[src/rtl/mem_pkg.sv]
// -----------------------------------------------------------------------------
// mem_pkg
// Shared declarations for the simple-dual-port memory:
//   clr_state_e : clear-engine states (ST_IDLE, ST_CLEAR)
//   word_t/be_t : widest supported word and byte-enable vectors
//   merge_be()  : byte-enable merge of a new word over an old word
// -----------------------------------------------------------------------------
package mem_pkg;

   typedef enum logic {
      ST_IDLE  = 1'b0,
      ST_CLEAR = 1'b1
   } clr_state_e;

   // merge_be works on the widest supported word; callers cast in and out,
   // so a single function serves every DATA_W instance.
   localparam int MAX_DATA_W = 256;
   localparam int MAX_BE_W   = MAX_DATA_W / 8;

   typedef logic [MAX_DATA_W-1:0] word_t;
   typedef logic [MAX_BE_W-1:0]   be_t;

   // Enabled bytes come from new_w, all other bytes keep old_w.
   function automatic word_t merge_be(input word_t old_w,
                                      input word_t new_w,
                                      input be_t   be);
      word_t res;
      res = old_w;
      for (int i = 0; i < MAX_BE_W; i++) begin
         if (be[i]) res[8*i +: 8] = new_w[8*i +: 8];
      end
      return res;
   endfunction

endpackage

[src/rtl/mem_clear_fsm.sv]
// -----------------------------------------------------------------------------
// mem_clear_fsm
// Clear engine: on clr_req in IDLE it sweeps addresses 0..DEPTH-1, one per
// cycle, then pulses clr_done. Requests while running are ignored.
// Ports:
//   clk        in   clock, posedge
//   rst        in   asynchronous active-low reset
//   clr_req    in   start request, sampled only in ST_IDLE
//   busy       out  1 while sweeping
//   clr_done   out  1-cycle pulse after the last address is written
//   clr_wr_en  out  write strobe for the array
//   clr_addr   out  address being cleared this cycle
// -----------------------------------------------------------------------------
module mem_clear_fsm
   import mem_pkg::*;
#(
   parameter int ADDR_W = 5,
   parameter int DEPTH  = 2**ADDR_W
) (
   input  logic              clk,
   input  logic              rst,
   input  logic              clr_req,
   output logic              busy,
   output logic              clr_done,
   output logic              clr_wr_en,
   output logic [ADDR_W-1:0] clr_addr
);

   localparam logic [ADDR_W-1:0] LAST_ADDR = ADDR_W'(DEPTH - 1);

   clr_state_e        state_q, state_d;
   logic [ADDR_W-1:0] cnt_q,   cnt_d;
   logic              done_q,  done_d;

   // NOTE: state registers use non-blocking assignments so every flop samples
   // the pre-edge value of every other flop, independent of process order.
   always_ff @(posedge clk or negedge rst) begin
      if (!rst) begin
         state_q <= ST_IDLE;
         cnt_q   <= '0;
         done_q  <= 1'b0;
      end else begin
         state_q <= state_d;
         cnt_q   <= cnt_d;
         done_q  <= done_d;
      end
   end

   // NOTE: every variable gets a default before the case so no path leaves
   // one unassigned, which would otherwise infer a latch.
   always_comb begin
      state_d = state_q;
      cnt_d   = cnt_q;
      done_d  = 1'b0;
      unique case (state_q)
         ST_IDLE: begin
            if (clr_req) begin
               state_d = ST_CLEAR;
               cnt_d   = '0;
            end
         end
         ST_CLEAR: begin
            if (cnt_q == LAST_ADDR) begin
               state_d = ST_IDLE;
               cnt_d   = '0;
               done_d  = 1'b1;
            end else begin
               cnt_d = cnt_q + 1'b1;
            end
         end
         default: begin
            state_d = ST_IDLE;
         end
      endcase
   end

   assign busy      = (state_q == ST_CLEAR);
   assign clr_wr_en = busy;
   assign clr_addr  = cnt_q;
   assign clr_done  = done_q;

endmodule

[src/rtl/mem_dp_param.sv]
// -----------------------------------------------------------------------------
// mem_dp_param
// Simple-dual-port synchronous memory with byte-enabled write port, registered
// read port (write-first on same-address collision) and a built-in clear
// engine that fills the array with CLEAR_VAL.
// Ports:
//   clk       in   clock, posedge
//   rst       in   asynchronous active-low reset
//   wr_en     in   write request
//   wr_addr   in   write address
//   wr_be     in   byte enables, bit i covers wr_data[8i+7:8i]
//   wr_data   in   write data
//   rd_en     in   read request
//   rd_addr   in   read address
//   rd_data   out  read data, qualified by rd_valid, held otherwise
//   rd_valid  out  1-cycle pulse one cycle after an accepted read
//   clr_req   in   start clear (sampled only while idle)
//   busy      out  1 while the clear engine runs; user accesses ignored
//   clr_done  out  1-cycle pulse after the last word is cleared
// -----------------------------------------------------------------------------
module mem_dp_param
   import mem_pkg::*;
#(
   parameter int                DATA_W    = 32,
   parameter int                ADDR_W    = 5,
   parameter int                DEPTH     = 2**ADDR_W,
   parameter string             INIT_FILE = "mem.hex",
   parameter logic [DATA_W-1:0] CLEAR_VAL = '0
) (
   input  logic                clk,
   input  logic                rst,
   input  logic                wr_en,
   input  logic [ADDR_W-1:0]   wr_addr,
   input  logic [DATA_W/8-1:0] wr_be,
   input  logic [DATA_W-1:0]   wr_data,
   input  logic                rd_en,
   input  logic [ADDR_W-1:0]   rd_addr,
   output logic [DATA_W-1:0]   rd_data,
   output logic                rd_valid,
   input  logic                clr_req,
   output logic                busy,
   output logic                clr_done
);

   localparam int BE_W = DATA_W / 8;

   // DEPTH widened by one bit so the range compare works even when
   // DEPTH == 2**ADDR_W.
   localparam logic [ADDR_W:0] DEPTH_X = (ADDR_W + 1)'(DEPTH);

   logic [DATA_W-1:0] mem [DEPTH];

   logic              clr_wr_en;
   logic [ADDR_W-1:0] clr_addr;

   logic              wr_in_range, rd_in_range;
   logic              wr_accept,   rd_accept;

   logic              mem_we;
   logic [ADDR_W-1:0] mem_waddr;
   logic [BE_W-1:0]   mem_be;
   logic [DATA_W-1:0] mem_wdata;

   logic [DATA_W-1:0] bypass_word;
   logic [DATA_W-1:0] rd_data_d, rd_data_q;
   logic              rd_valid_q;

   mem_clear_fsm #(
      .ADDR_W (ADDR_W),
      .DEPTH  (DEPTH)
   ) u_clear_fsm (
      .clk       (clk),
      .rst       (rst),
      .clr_req   (clr_req),
      .busy      (busy),
      .clr_done  (clr_done),
      .clr_wr_en (clr_wr_en),
      .clr_addr  (clr_addr)
   );

   assign wr_in_range = ({1'b0, wr_addr} < DEPTH_X);
   assign rd_in_range = ({1'b0, rd_addr} < DEPTH_X);
   assign wr_accept   = wr_en && !busy && wr_in_range;
   assign rd_accept   = rd_en && !busy;

   // Write mux: the clear engine owns the port while it runs. User accesses
   // are gated by busy anyway, so the two sources never collide.
   always_comb begin
      mem_we    = 1'b0;
      mem_waddr = wr_addr;
      mem_be    = wr_be;
      mem_wdata = wr_data;
      if (clr_wr_en) begin
         mem_we    = 1'b1;
         mem_waddr = clr_addr;
         mem_be    = '1;
         mem_wdata = CLEAR_VAL;
      end else begin
         mem_we    = wr_accept;
      end
   end

   // NOTE: the array has no reset; contents survive rst and are only changed
   // by writes or the clear engine, which keeps it mappable onto
   // block/distributed RAM.
   always_ff @(posedge clk) begin
      if (mem_we) begin
         for (int b = 0; b < BE_W; b++) begin
            if (mem_be[b]) mem[mem_waddr][8*b +: 8] <= mem_wdata[8*b +: 8];
         end
      end
   end

   // Write-first bypass: a same-address read sees the stored word with the
   // enabled bytes replaced by this cycle's write data.
   assign bypass_word = DATA_W'(merge_be(word_t'(mem[rd_addr]),
                                         word_t'(wr_data),
                                         be_t'(wr_be)));

   always_comb begin
      rd_data_d = mem[rd_addr];
      if (!rd_in_range) begin
         rd_data_d = '0;
      end else if (wr_accept && (wr_addr == rd_addr)) begin
         rd_data_d = bypass_word;
      end
   end

   always_ff @(posedge clk or negedge rst) begin
      if (!rst) begin
         rd_data_q  <= '0;
         rd_valid_q <= 1'b0;
      end else begin
         rd_valid_q <= rd_accept;
         if (rd_accept) rd_data_q <= rd_data_d;
      end
   end

   assign rd_data  = rd_data_q;
   assign rd_valid = rd_valid_q;

endmodule
[config.mk]
export PLATFORM = sky130hd
export DESIGN_NAME = mem_dp_param
export DESIGN_NICKNAME = d
export VERILOG_FILES = /design/src/rtl/mem_pkg.sv /design/src/rtl/mem_clear_fsm.sv /design/src/rtl/mem_dp_param.sv
export SDC_FILE = /design/constraint.sdc
export NUM_CORES = 1
export LEC_CHECK = 0
export BUFFER_PORTS_ARGS = -buffer_cell sky130_fd_sc_hd__buf_2
export CORE_MARGIN = 10
export CORE_UTILIZATION = 45
export CTS_CLUSTER_DIAMETER = 80
export DETAILED_ROUTE_END_ITERATION = 8
export PLACE_DENSITY_LB_ADDON = 0.05
export SLEW_MARGIN = 20
export SYNTH_ARGS = -nofsm -noshare
export SYNTH_HDL_FRONTEND = slang
export SYNTH_SLANG_ARGS = --single-unit
[constraint.sdc]
create_clock -name clk -period 2.8 [get_ports clk]
set_input_delay 0.28 -clock clk [delete_from_list [all_inputs] [get_ports clk]]
set_output_delay 0.28 -clock clk [all_outputs]
set_load 0.05 [all_outputs]
* Yosys cells after proc, flatten, opt, wreduce, memory -nomap -nowiden *
Memories as Yosys holds them, arrays and structs flattened.
Cells that the tools add are included.

word-level totals
  flip-flop bits (word level) = 40
  bits in latches = 0
  memory bits (writable) = 1024
  ROM bits = 0
  input bits = 51
  output and inout bits = 35
  logic and storage cells = 44
  memories kept = 1

memories
  memory  depth  width  rd ports  clocked after Yosys merged registers in  wr ports  line                source
  mem     32     32     1         0                                        1         mem_dp_param.sv:51  logic [DATA_W-1:0] mem [DEPTH];

cells by class
  add/sub/neg operators = 1
  multipliers = 0
  div/mod/pow operators = 0
  order comparisons = 0
  equality and inequality tests = 3
  shifts and indexed selects = 0
  mux-type cells = 29
  bitwise logic cells = 1
  reduce and logical (&&, ||, !) cells = 4

operators by type and width
  kind                                         number
  2-to-1 mux 32 bit                            2
  2-to-1 mux 8 bit                             4
  2-to-1 mux 1 bit                             17
  2-to-1 mux 5 bit                             3
  case mux 5 bit (2 select lines)              1
  adder 5 x 1 -> 5 bit, second input constant  1
  equality test 5 bit                          1
  equality test 5 bit, second input constant   1
  2-to-1 mux 4 bit                             1
  logical AND 1 bit                            3
  != test 2 bit, second input constant         1
  case mux 1 bit (2 select lines)              1
  zero test 1 bit                              1
  NOT 1 bit                                    1

* Longest topological paths before layout *
  word-level depth = 5
  gate-level depth with buffers = 9
  mapped depth without buffers = 6

* Cells and area by module *
A second synthesis with hierarchy kept.

unflattened totals
  cell total of the unflattened synthesis = 2609
  area total of the unflattened synthesis = 42936.2 µm²

by module, submodules not included
  module         instances  cells an instance  area each (µm²)  sequential area each (µm²)
  mem_dp_param   1          2580               42587.1          31575.3
  mem_clear_fsm  1          29                 349.1            175.2

* Least setup slack after synthesis *
No wires, ideal clock.

  path type = register -> register
  start = register u_clear_fsm.state_q, in the netlist u_clear_fsm.busy
  end = memory mem[25][24] (enable)
  library setup time = 383 ps
  arrival time = 2396 ps
  required time = 2417 ps
  setup slack = 21 ps
  cell stages (with the launch flop) = 7
  path buffers = 3
  period minus slack after synthesis = 2779 ps
  path through = dfrtp_1 > clkbuf_1 > buf_2 > mux2i_1 > nand2_1 > buf_2 > nor3_1

on the way
  word-level cells in the longest chain between the ends = 5
  elaborated cells on any way between the ends = 8
  those cells by class = mux (6); reduce/logical (2)

ends and longest elaborated chain
  element                                 line                 source
  start: declaration                      mem_clear_fsm.sv:31  clr_state_e state_q, state_d;
  start signal: assignment                mem_clear_fsm.sv:43  state_q <= state_d;
  zero test 1 bit                         mem_dp_param.sv:83   assign wr_accept = wr_en && !busy && wr_in_range;
  logical AND 1 bit                       mem_dp_param.sv:83
  2-to-1 mux 1 bit                        mem_dp_param.sv:93   if (clr_wr_en) begin
  2-to-1 mux 1 bit                        mem_dp_param.sv:107  if (mem_we) begin
  2-to-1 mux 1 bit (not written as such)  mem_dp_param.sv:109  if (mem_be[b]) mem[mem_waddr][8*b +: 8] <= mem_wdata[8*b +: 8];
  end: declaration                        mem_dp_param.sv:51

Parallel ways exist; a longest one is shown, timed or not.

* Final worst setup path *
  start = register u_clear_fsm.state_q, in the netlist u_clear_fsm.busy
  end = memory mem[9][17] (enable)

Same word-level chain as after synthesis.

==> impl_metrics.tcl <==
set metrics [dict create \
    status "complete, no violations" \
    power_leakage_nw 16.8 \
    syn_inst 2475 \
    final_common_cell "edfxtp_1" \
    fin_crit_ps 2650 \
    syn_area_per_cell_um2 17.2 \
    hp-class "input port to register" \
    layout.nets 2850 \
    synth_top_cell_by_area "edfxtp_1" \
    cts.path.max_buffers 3 \
    critPathArrivalTime_ps 2940 \
    first_global_vias 24100 \
    crit_path_end_kind "register" \
    fin_util_pct 53.7 \
    r2r-end "mem[9][17]" \
    yosysUniqueCellTypes 35 \
    path_max_fanout 17 \
    postCtsSetupRepairBufs 0 \
    place_congestion 0.856 \
    hold_viol_final 0 \
    synth_compound_area_share_pct 5.44 \
    initialDrtViolationCount 1913 \
    grt_setup_unrepaired "no" \
    antenna_found_initial 5 \
    cts_buffers 109 \
    skew_ps 16.2 \
    synth_top_family_by_area "multiplexers" \
    cellPowerDensity_mw_per_mm2 903 \
    cts-root-buf "clkbuf_16" \
    vias_per_cell 5.66 \
    synth-adder-area-share_pct 0.0586 \
    r2r_slack_ps 150 \
    areaGrowthSynthToFinish_pct 17.8 \
    fillCellCount 7550 \
    worstSetupStartpoint "u_clear_fsm.busy" \
    cts.sinks 1064 \
    final_cell_mix "1024 x edfxtp_1, 321 x mux2_2, 237 x buf_4" \
    die_w_um 328 \
    dp_slack_ps 8.24 \
    setup_violations 0 \
    finalMaxSlewViolations 0 \
    r2r_cells 4 \
    cts_tree "built" \
    peakVddDrop_mv 0.598 \
    muxShareOfSynthArea_pct 12.6 \
    synth_xor_xnor_area_share_pct 0.161 \
    io_buffers 85 \
    cap_violations 0 \
    first_pass_iters 5 \
    fin_ws_ps 153 \
    totalPowerFinal_w 0.0454 \
    max_slew_margin_pct 24.7 \
    required_ps 3090 \
    ys_seq_area_share_pct 74.4 \
    h-tree-depth 3 \
    worstSetupStartpointType "register" \
    endpoint "mem[9][17]" \
    drive_gt1_share_pct 33.6 \
    wl_mm 112 \
    die_h_um 328 \
    hpwl_mm 71.9 \
    overflow 0 \
    io_pins 86 \
    dr_total_vias 23500 \
    syn-cell-area_mm2 0.0427 \
    grt_pass1_wl_mm 164 \
    synth_top_area_share_pct 72.0 \
    max_freq_ghz 0.378 \
    tns_ps 0 \
    gr-usage-all-layers_pct 20.6 \
    avgRoutedWirePerCell_um 27.1 \
    drc_errors 0 \
    tightest_slew_ps 1120 \
    ant_nets 0 \
    r2r-start "u_clear_fsm.busy" \
    core_area_mm2 0.0937 \
    grt_max_degree 49 \
    min_period_over_period_pct 94.5 \
    rows 112 \
    ys_warn_count 0 \
    clk_latency_ps 670 \
    clk_pin_slew_ps 60 \
    holdWs_ps 246 \
    postSynthNetCount 2528 \
    start_util_pct 45.5 \
    ys_ff_latch 1064 \
    die-area_mm2 0.108 \
    synth_top_cells_by_area "edfxtp_1 72%, mux2_2 8.5%, mux4_2 3.4%" \
    worstSetupPathType "register to register" \
    post_synth_and_or_nand_nor_area_fraction_pct 5.28 \
]
## flip-flops by register name, summed over array words and instances (netlist names)
signal and count:
u_clear_fsm.clr_addr 5, rd_data 32, mem 1024, rd_valid 1, u_clear_fsm.clr_done 1, u_clear_fsm.busy 1
## kinds of logic after synthesis
group                      Yosys count
xor gates and xnor gates             7
adders and majority gates            2
muxes                              418
buffers and inverters              181
DFF                               1064
and+or+nand+nor                    433
AOI/OAI and AO/OA                  370
## synthesized netlist by cell type (all sizes together)
| master | n |
|---|---|
| buf | 93 |
| and4 | 1 |
| nor2b | 99 |
| nand2 | 17 |
| o22ai | 160 |
| o32ai | 3 |
| mux2 | 321 |
| and2 | 2 |
| ha | 2 |
| dfrtp | 40 |
| and3 | 2 |
| clkbuf | 76 |
| nand4 | 1 |
| edfxtp | 1024 |
| nor3 | 220 |
| nand3 | 6 |
| o21ai | 70 |
| a32oi | 4 |
| nand2b | 6 |
| or2 | 3 |
| a211oi | 96 |
| inv | 12 |
| a21oi | 36 |
| a32o | 1 |
| nor2 | 76 |
| xnor2 | 7 |
| mux4 | 64 |
| mux2i | 33 |
## where the power goes
part / switching (W) / leakage [nW] / internal [W]
logic: 0.00687 / 5.12 / 0.00293
clock network: 0.00593 / 1.70 / 0.00825
registers: 0.000623 / 9.95 / 0.0208
total: 0.0134 / 16.8 / 0.0320
## per-stage QoR
step           std cells  cell area, µm²
2_1_floorplan       2475           42700
3_3_place_gp        3905           46300
3_5_place_dp        3906           46400
4_1_cts             4138           50200
5_1_grt             4138           50300
6_report            4144           50300
## worst min-delay path by stage
stage | from | endpoint | slack [ps] | depth (start not counted)
3_5_place_dp | rst | rd_data[19] | 500 | 1
4_1_cts | wr_be[3] | rd_data[30] | 200 | 5
6_report | wr_be[3] | rd_data[30] | 250 | 5
5_1_grt | wr_be[2] | rd_data[16] | 280 | 5
3_3_place_gp | rst | rd_data[19] | 490 | 1
2_1_floorplan | rst | rd_data[0] | -20 | 0
## repair_timing
action,4_1_cts,5_1_grt
gates resized for setup,2,0
hold buffers,34,0
setup endpoints to repair,9,0
hold endpoints to repair,64,0
## critical path, cell delays in order, from the launching register on
cell	delay [ps]
dfrtp_4	570
o32ai_1	420
nand2_1	200
buf_4	240
nor3_1	830
## final cells by class
type	instances	area, µm²	share of cell area (%)
antenna	6	15.0	0.0298
clock inverter	61	567	1.13
inverter	12	45.0	0.0895
clock buffer	137	2920	5.80
tap	1254	1570	3.12
timing repair buffer	380	3050	6.06
sequential	1064	31800	63.1
multi-input combinational	1230	10400	20.6
## per-layer routing
layer	GRT usage, %	up-vias	routed length [µm]
li1	-	10500	-
met1	28.8	12100	49800
met2	32.7	637	53000
met3	3.79	133	6820
met4	5.88	2	2580
met5	0	-	13
Note: power is estimated with default switching activity, not from simulation.
